[src/rtl/data_memory_access_controller.sv]
// Data memory access controller: arbitrates the single word-wide memory port
// between the MEM-stage core requester and a debug/loader requester, turns
// byte/halfword accesses into word accesses (read-modify-write for sub-word
// stores) and produces the pipeline stall.
module data_memory_access_controller #(
    parameter int data_bits = 32,
    parameter int addr_bits = 30
) (
    input  logic                 clk,
    input  logic                 rst,
    input  logic                 core_read,
    input  logic                 core_write,
    input  logic [2:0]           core_funct3,
    input  logic [data_bits-1:0] core_addr,
    input  logic [data_bits-1:0] core_wdata,
    output logic [data_bits-1:0] core_rdata,
    output logic                 core_ack,
    output logic                 core_misaligned,
    output logic                 core_stall,
    input  logic                 dbg_req,
    input  logic                 dbg_we,
    input  logic [addr_bits-1:0] dbg_addr,
    input  logic [data_bits-1:0] dbg_wdata,
    output logic [data_bits-1:0] dbg_rdata,
    output logic                 dbg_ack,
    output logic [addr_bits-1:0] mem_addr,
    output logic [data_bits-1:0] mem_wdata,
    output logic                 mem_we,
    output logic                 mem_re,
    input  logic [data_bits-1:0] mem_rdata
);

    typedef enum logic [2:0] {IDLE, RD, DATA, WR, DONE} state_t;

    // Owner encoding shared by owner_q and last_owner_q.
    localparam logic OWN_CORE = 1'b0;
    localparam logic OWN_DBG  = 1'b1;

    state_t               state_q, state_d;
    logic                 owner_q, owner_d;
    logic                 last_owner_q, last_owner_d;
    logic [addr_bits-1:0] addr_q, addr_d;
    logic [data_bits-1:0] wdata_q, wdata_d;
    logic                 write_q, write_d;
    logic                 mis_q, mis_d;
    logic [1:0]           boff_q, boff_d;
    logic [2:0]           funct3_q, funct3_d;
    logic [data_bits-1:0] rdata_q, rdata_d;

    logic core_req;
    logic grant_dbg;
    logic core_mis;
    logic core_subword;

    // Extract the addressed byte/half from a memory word and extend it.
    // funct3[1:0]: 00 byte, 01 half, anything else a full word.
    function automatic logic [data_bits-1:0] load_extend(
        input logic [data_bits-1:0] word,
        input logic [1:0]           boff,
        input logic [2:0]           f3
    );
        logic [7:0]  b;
        logic [15:0] h;
        b = word[{boff, 3'b000} +: 8];
        h = word[{boff[1], 4'b0000} +: 16];
        case (f3[1:0])
            2'b00:   load_extend = f3[2] ? {{(data_bits-8){1'b0}}, b}
                                         : {{(data_bits-8){b[7]}}, b};
            2'b01:   load_extend = f3[2] ? {{(data_bits-16){1'b0}}, h}
                                         : {{(data_bits-16){h[15]}}, h};
            default: load_extend = word;
        endcase
    endfunction

    // Merge the low byte/half of the store data into the word read back
    // from memory; untouched lanes keep their old contents.
    function automatic logic [data_bits-1:0] store_merge(
        input logic [data_bits-1:0] word,
        input logic [data_bits-1:0] wd,
        input logic [1:0]           boff,
        input logic [2:0]           f3
    );
        logic [data_bits-1:0] res;
        res = word;
        case (f3[1:0])
            2'b00:   res[{boff, 3'b000} +: 8] = wd[7:0];
            2'b01:   res[{boff[1], 4'b0000} +: 16] = wd[15:0];
            default: res = wd;
        endcase
        store_merge = res;
    endfunction

    assign core_req     = core_read | core_write;
    // Both pending: debug wins only if the core was the last owner.
    assign grant_dbg    = dbg_req & (~core_req | (last_owner_q == OWN_CORE));
    assign core_mis     = ((core_funct3[1:0] == 2'b01) & core_addr[0])
                        | (core_funct3[1] & (|core_addr[1:0]));
    assign core_subword = ~core_funct3[1];

    // Next-state logic: arbitration and request latching in IDLE, data
    // capture / store merge in DATA.
    always_comb begin
        state_d      = state_q;
        owner_d      = owner_q;
        last_owner_d = last_owner_q;
        addr_d       = addr_q;
        wdata_d      = wdata_q;
        write_d      = write_q;
        mis_d        = mis_q;
        boff_d       = boff_q;
        funct3_d     = funct3_q;
        rdata_d      = rdata_q;
        case (state_q)
            IDLE: begin
                if (grant_dbg) begin
                    owner_d      = OWN_DBG;
                    last_owner_d = OWN_DBG;
                    addr_d       = dbg_addr;
                    wdata_d      = dbg_wdata;
                    write_d      = dbg_we;
                    mis_d        = 1'b0;
                    boff_d       = 2'b00;
                    funct3_d     = 3'b010;
                    rdata_d      = '0;
                    state_d      = dbg_we ? WR : RD;
                end else if (core_req) begin
                    owner_d      = OWN_CORE;
                    last_owner_d = OWN_CORE;
                    addr_d       = core_addr[data_bits-1:2];
                    wdata_d      = core_wdata;
                    write_d      = core_write;
                    mis_d        = core_mis;
                    boff_d       = core_addr[1:0];
                    funct3_d     = core_funct3;
                    rdata_d      = '0;
                    if (core_mis) begin
                        state_d = DONE;
                    end else if (core_write && !core_subword) begin
                        state_d = WR;
                    end else begin
                        state_d = RD;
                    end
                end
            end
            RD: begin
                state_d = DATA;
            end
            DATA: begin
                if (write_q) begin
                    wdata_d = store_merge(mem_rdata, wdata_q, boff_q, funct3_q);
                    state_d = WR;
                end else begin
                    rdata_d = (owner_q == OWN_DBG) ? mem_rdata
                                                   : load_extend(mem_rdata, boff_q, funct3_q);
                    state_d = DONE;
                end
            end
            WR: begin
                state_d = DONE;
            end
            default: begin
                state_d = IDLE;
            end
        endcase
    end

    // Control state and the latches that drive the memory port directly.
    always_ff @(posedge clk) begin
        if (rst) begin
            state_q      <= IDLE;
            owner_q      <= OWN_CORE;
            last_owner_q <= OWN_DBG;
            addr_q       <= '0;
            wdata_q      <= '0;
            write_q      <= 1'b0;
            mis_q        <= 1'b0;
        end else begin
            state_q      <= state_d;
            owner_q      <= owner_d;
            last_owner_q <= last_owner_d;
            addr_q       <= addr_d;
            wdata_q      <= wdata_d;
            write_q      <= write_d;
            mis_q        <= mis_d;
        end
    end

    // Access attributes and load result; only observed behind the acks.
    always_ff @(posedge clk) begin
        boff_q   <= boff_d;
        funct3_q <= funct3_d;
        rdata_q  <= rdata_d;
    end

    // Outputs decode from registered state and latches only, except the
    // stall which must react in the same cycle the request appears.
    always_comb begin
        mem_re          = (state_q == RD);
        mem_we          = (state_q == WR);
        mem_addr        = addr_q;
        mem_wdata       = wdata_q;
        core_ack        = (state_q == DONE) && (owner_q == OWN_CORE);
        dbg_ack         = (state_q == DONE) && (owner_q == OWN_DBG);
        core_rdata      = core_ack ? rdata_q : '0;
        dbg_rdata       = dbg_ack ? rdata_q : '0;
        core_misaligned = core_ack & mis_q;
        core_stall      = core_req & ~core_ack;
    end

endmodule

[config.mk]
export PLATFORM = sky130hd
export DESIGN_NAME = data_memory_access_controller
export DESIGN_NICKNAME = d
export VERILOG_FILES = /design/src/rtl/data_memory_access_controller.sv
export SDC_FILE = /design/constraint.sdc
export NUM_CORES = 1
export LEC_CHECK = 0
export BUFFER_PORTS_ARGS = -buffer_cell sky130_fd_sc_hd__buf_4
export CORE_MARGIN = 2
export CORE_UTILIZATION = 47
export CTS_CLUSTER_DIAMETER = 60
export DETAILED_ROUTE_END_ITERATION = 6
export PLACE_DENSITY = 0.81
export SKIP_CTS_REPAIR_TIMING = 1
export SLEW_MARGIN = 40
export SYNTH_ARGS = -nofsm -noshare
export SYNTH_HDL_FRONTEND = slang
export SYNTH_SLANG_ARGS = --single-unit
[constraint.sdc]
create_clock -name clk -period 4.7 [get_ports clk]
set_input_delay 0.235 -clock clk [delete_from_list [all_inputs] [get_ports clk]]
set_output_delay 0.235 -clock clk [all_outputs]
set_load 0.02 [all_outputs]
==> results.txt <==
----------------------------------------------------
[Run status]
  Run status ... complete, no violations

[Logic synthesis]
  Area of the mapped netlist ... just over 0.006 mm^2
  Async set-or-reset flop fraction in the synthesized netlist ... 0%
  Portion of synthesized cell area occupied by the leading cell type ... 22.2%
  Main area contributors after synthesis ... sky130_fd_sc_hd__dfxtp_1 (22%), sky130_fd_sc_hd__edfxtp_1 (18%), sky130_fd_sc_hd__and2_1 (7.0%)
  Number of warnings reported in the yosys synthesis log ... 0
  Post-synth EDFFs ... 37
  Sequential element share of the synthesized area ... 40.0%
  Cell type with the highest aggregate area in the netlist ... sky130_fd_sc_hd__dfxtp_1
  Top FF cell, synth ... sky130_fd_sc_hd__dfxtp_1
  Synthesized Nets ... just under 900
  Top-count cell post-synth ... sky130_fd_sc_hd__nand2_1
  Top cells by instance count after synthesis ... sky130_fd_sc_hd__nand2_1 (104), sky130_fd_sc_hd__nor2_1 (74), sky130_fd_sc_hd__and2_1 (70)
  Post-synthesis average cell area ... just under 9 um^2
  Number of flip-flops and latches in the synthesized netlist ... ~110
  Post-synthesis cell type count ... between 50 and 60
  Cell count after synthesis ... roughly 700

[Timing]
  Shortest clock period the worst path allows after layout ... between 2000 and 3000 ps
  Measured slew at the worst slew-check pin ... 853 ps
  Number of endpoints with negative hold slack in the final report ... 0
  Worst slew margin ... a little over two fifths
  Final clock period utilization by the worst path ... between 50% and 60%
  Pins over their slew limit ... 0
  Unrepaired setup endpoints after global routing ... no
  Highest achievable clock rate ... between 300 and 400 MHz
  Setup TNS Final ... 0 ps
  Final number of setup-violating endpoints ... 0
  Worst clock skew ... just under 9 ps

[Floorplan]
  DIE HEIGHT ... 119 um
  Core outline area ... 0.0131 mm^2
  I/O pin cnt ... approximately 300
  Die width ... approximately 120 um
  Placement Rows ... 42
  Initial Utilization ... between 40% and 50%
  Floorplan die area ... ~0.014 mm^2

[Clock tree]
  Deepest clock path buffer count ... 2
  Clock edge transition at the registers on the reported setup and hold paths ... ~70 ps
  Root Buffer ... sky130_fd_sc_hd__clkbuf_16
  H-tree Lvls ... 3
  Clock sink total ... between 100 and 150
  TritonCTS buffer count ... 9
  TritonCTS clock tree ... done
  Clock latency on the worst-skew pair ... approximately 350 ps

[Pwr]
  Total power after layout ... roughly 0.0046 W
  Switching pwr ... about 0.0019 W
  Total power per unit cell area ... between 500 and 600 mW/mm^2
  Max rail drop VDD ... 275 uV
  Share of power burned in registers ... 35.5%
  Leakage power total ... roughly 4 nW
  Share of total power in the clock network ... 19.1%
  Switching share of power ... 40.9%
  Comb power frac ... 45.4%
  Internal power consumption ... between 0.002 and 0.003 W

[Layout]
  Layout-stage area growth over the synthesis result ... 41.9%
  Sequential cell area ... 0.00249 mm^2
  Count of nets after finishing ... between 1,000 and 1,500
  Final non-filler cell area ... a little under 0.009 mm^2
  Layout cell share with drive strength beyond 1 ... between 30% and 40%
  Fillers ... about 1,100
  Antenna Cells ... 0
  Area occupied by multi-input gates ... 0.00345 mm^2

[Detailed routing]
  Routed vias ... around 6,700
  Number of DRC markers in iteration 0 ... between 600 and 700
  Length of the first detailed-routing pass in iterations ... 7
  Detail Route Antenna Nets ... 0
  Detailed-route DRC error count ... 0
  Detailed Route WL ... 21.9 mm
  Number of vias per cell ... 5.83
  Detail-routed net length per standard cell ... about 19 um

[Critical path]
  Cell-by-cell trace of the critical path ... buf_4 -> inv_1 -> ha_1 -> nor4b_2 -> a221o_1 -> a221oi_1 -> nor3_1
  Worst-path cell with the longest stage delay ... sky130_fd_sc_hd__nor4b_2
  Worst Setup End Kind ... register
  Buffers plus inverters on the worst setup path ... 2
  Maximum fanout along the worst path ... 31
  Data required time at the worst endpoint ... approximately 5000 ps
  Slowest stage delay, CP ... just over 700 ps
  Critical path start-end classification ... reg -> reg
  Type of element launching the critical path ... register
  Data arrival time of the critical path ... roughly 3000 ps
  Family with the most delay on the worst path ... simple AND/OR/NAND/NOR gates

[Run]
  Max capacitance violation total ... 0

[Global routing]
  Total GRT Usage ... between 20% and 30%
  Top Usage Layer GRT ... met2
  Wire length of the first global-routing pass ... between 30 and 40 mm
  Grt met2 use ... approximately half
  Met3 demand-to-capacity share in global routing ... between 7 and 8%
  Maximum number of pins on one net before global-route repair ... 70
  Total overflow reported by the global router ... 0
  Met1 global-route usage ... around a third
  Via count of the first global-routing pass ... slightly above 6,000
  Number of antenna violations at the first check in global routing ... 0

[Placement]
  Port Buf Inserts ... slightly below 300
  Final weighted congestion in routability-driven placement ... 0.961
  Sum of net half-perimeters after detailed placement ... ~16 mm
  Total cell area at the placement stage ... around 0.0085 mm^2

[Hold path]
  Worst hold-check path type ... in -> reg

----------------------------------------------------
[flip-flops by register name (all words and copies together), names as in the netlist, 2 cells and up]
register,flops
state_q,3
boff_q,2
funct3_q,3
mem_wdata,32
rdata_q,32
mem_addr,30
[layout make-up]
cell class              instances  share of cell area [%]
repair buffers                307                    26.1
well taps                     176                    2.49
clock inverters                 7                    1.32
multi-input cells             532                    39.0
clock buffers                   9                    2.55
flip-flops and latches        106                    28.2
inverters                       8                   0.340
[layout by cell type, fill, tap and decap left out, drive strengths merged, types with 9 or more instances in the layout]
master / count
a221oi: 16
and3: 11
a311oi: 39
dfxtp: 69
nor3: 13
o21ai: 18
edfxtp: 37
a211oi: 12
mux2i: 27
nor2: 74
mux2: 21
a21oi: 42
buf: 307
nand2: 104
clkbuf: 9
and2: 70
[path summary, 6_finish.rpt]
check,slack (ps),depth (start not counted),startpoint,end
worst max register to register,1970,7,boff_q[1],mem_wdata[21]
worst max-delay path,1970,7,boff_q[1],mem_wdata[21]
worst min-delay path,150,3,dbg_addr[24],mem_addr[24]
worst min register to register,450,2,mis_q,mis_q
[metrics by stage]
stage	cells	util, %	hold WS (ps)	setup WS (ps)
finish	1145	67.5	154	1970
floorplan	703	-	394	644
global route	1145	67.5	157	1810
global placement	1127	64.8	447	2080
CTS	1145	67.5	147	2000
detailed placement	1129	64.9	446	2010
[logic make-up after synthesis]
kind of cell             synth area share, %
multiplexers                            8.50
flip-flops                              40.0
buffers and inverters                   4.82
AO/OA/AOI/OAI                           22.2
AND/OR/NAND/NOR                         23.4
adder cells (fa/ha/maj)                 1.00
[power by group through the flow]
stage / clock network, W / registers [W] / logic, W
6_report: 0.000869 / 0.00162 / 0.00207
5_1_grt: 0.000910 / 0.00165 / 0.00223
3_3_place_gp: 0 / 0.00162 / 0.00201
4_1_cts: 0.000875 / 0.00161 / 0.00206
2_1_floorplan: 0 / 0.00175 / 0.00115
3_5_place_dp: 0 / 0.00163 / 0.00205
[worst min-delay path, stage by stage]
cell and delay [ps]:
sky130_fd_sc_hd__buf_4 110, sky130_fd_sc_hd__nand2_1 40, sky130_fd_sc_hd__a311oi_1 70
[layer usage]
metal | up-vias | share of wire (%)
met5 | - | 0
met1 | 3066 | 36
li1 | 3109 | -
met2 | 439 | 49
met3 | 63 | 11
met4 | 0 | 3.8
Power figures use the tool's default switching activity.
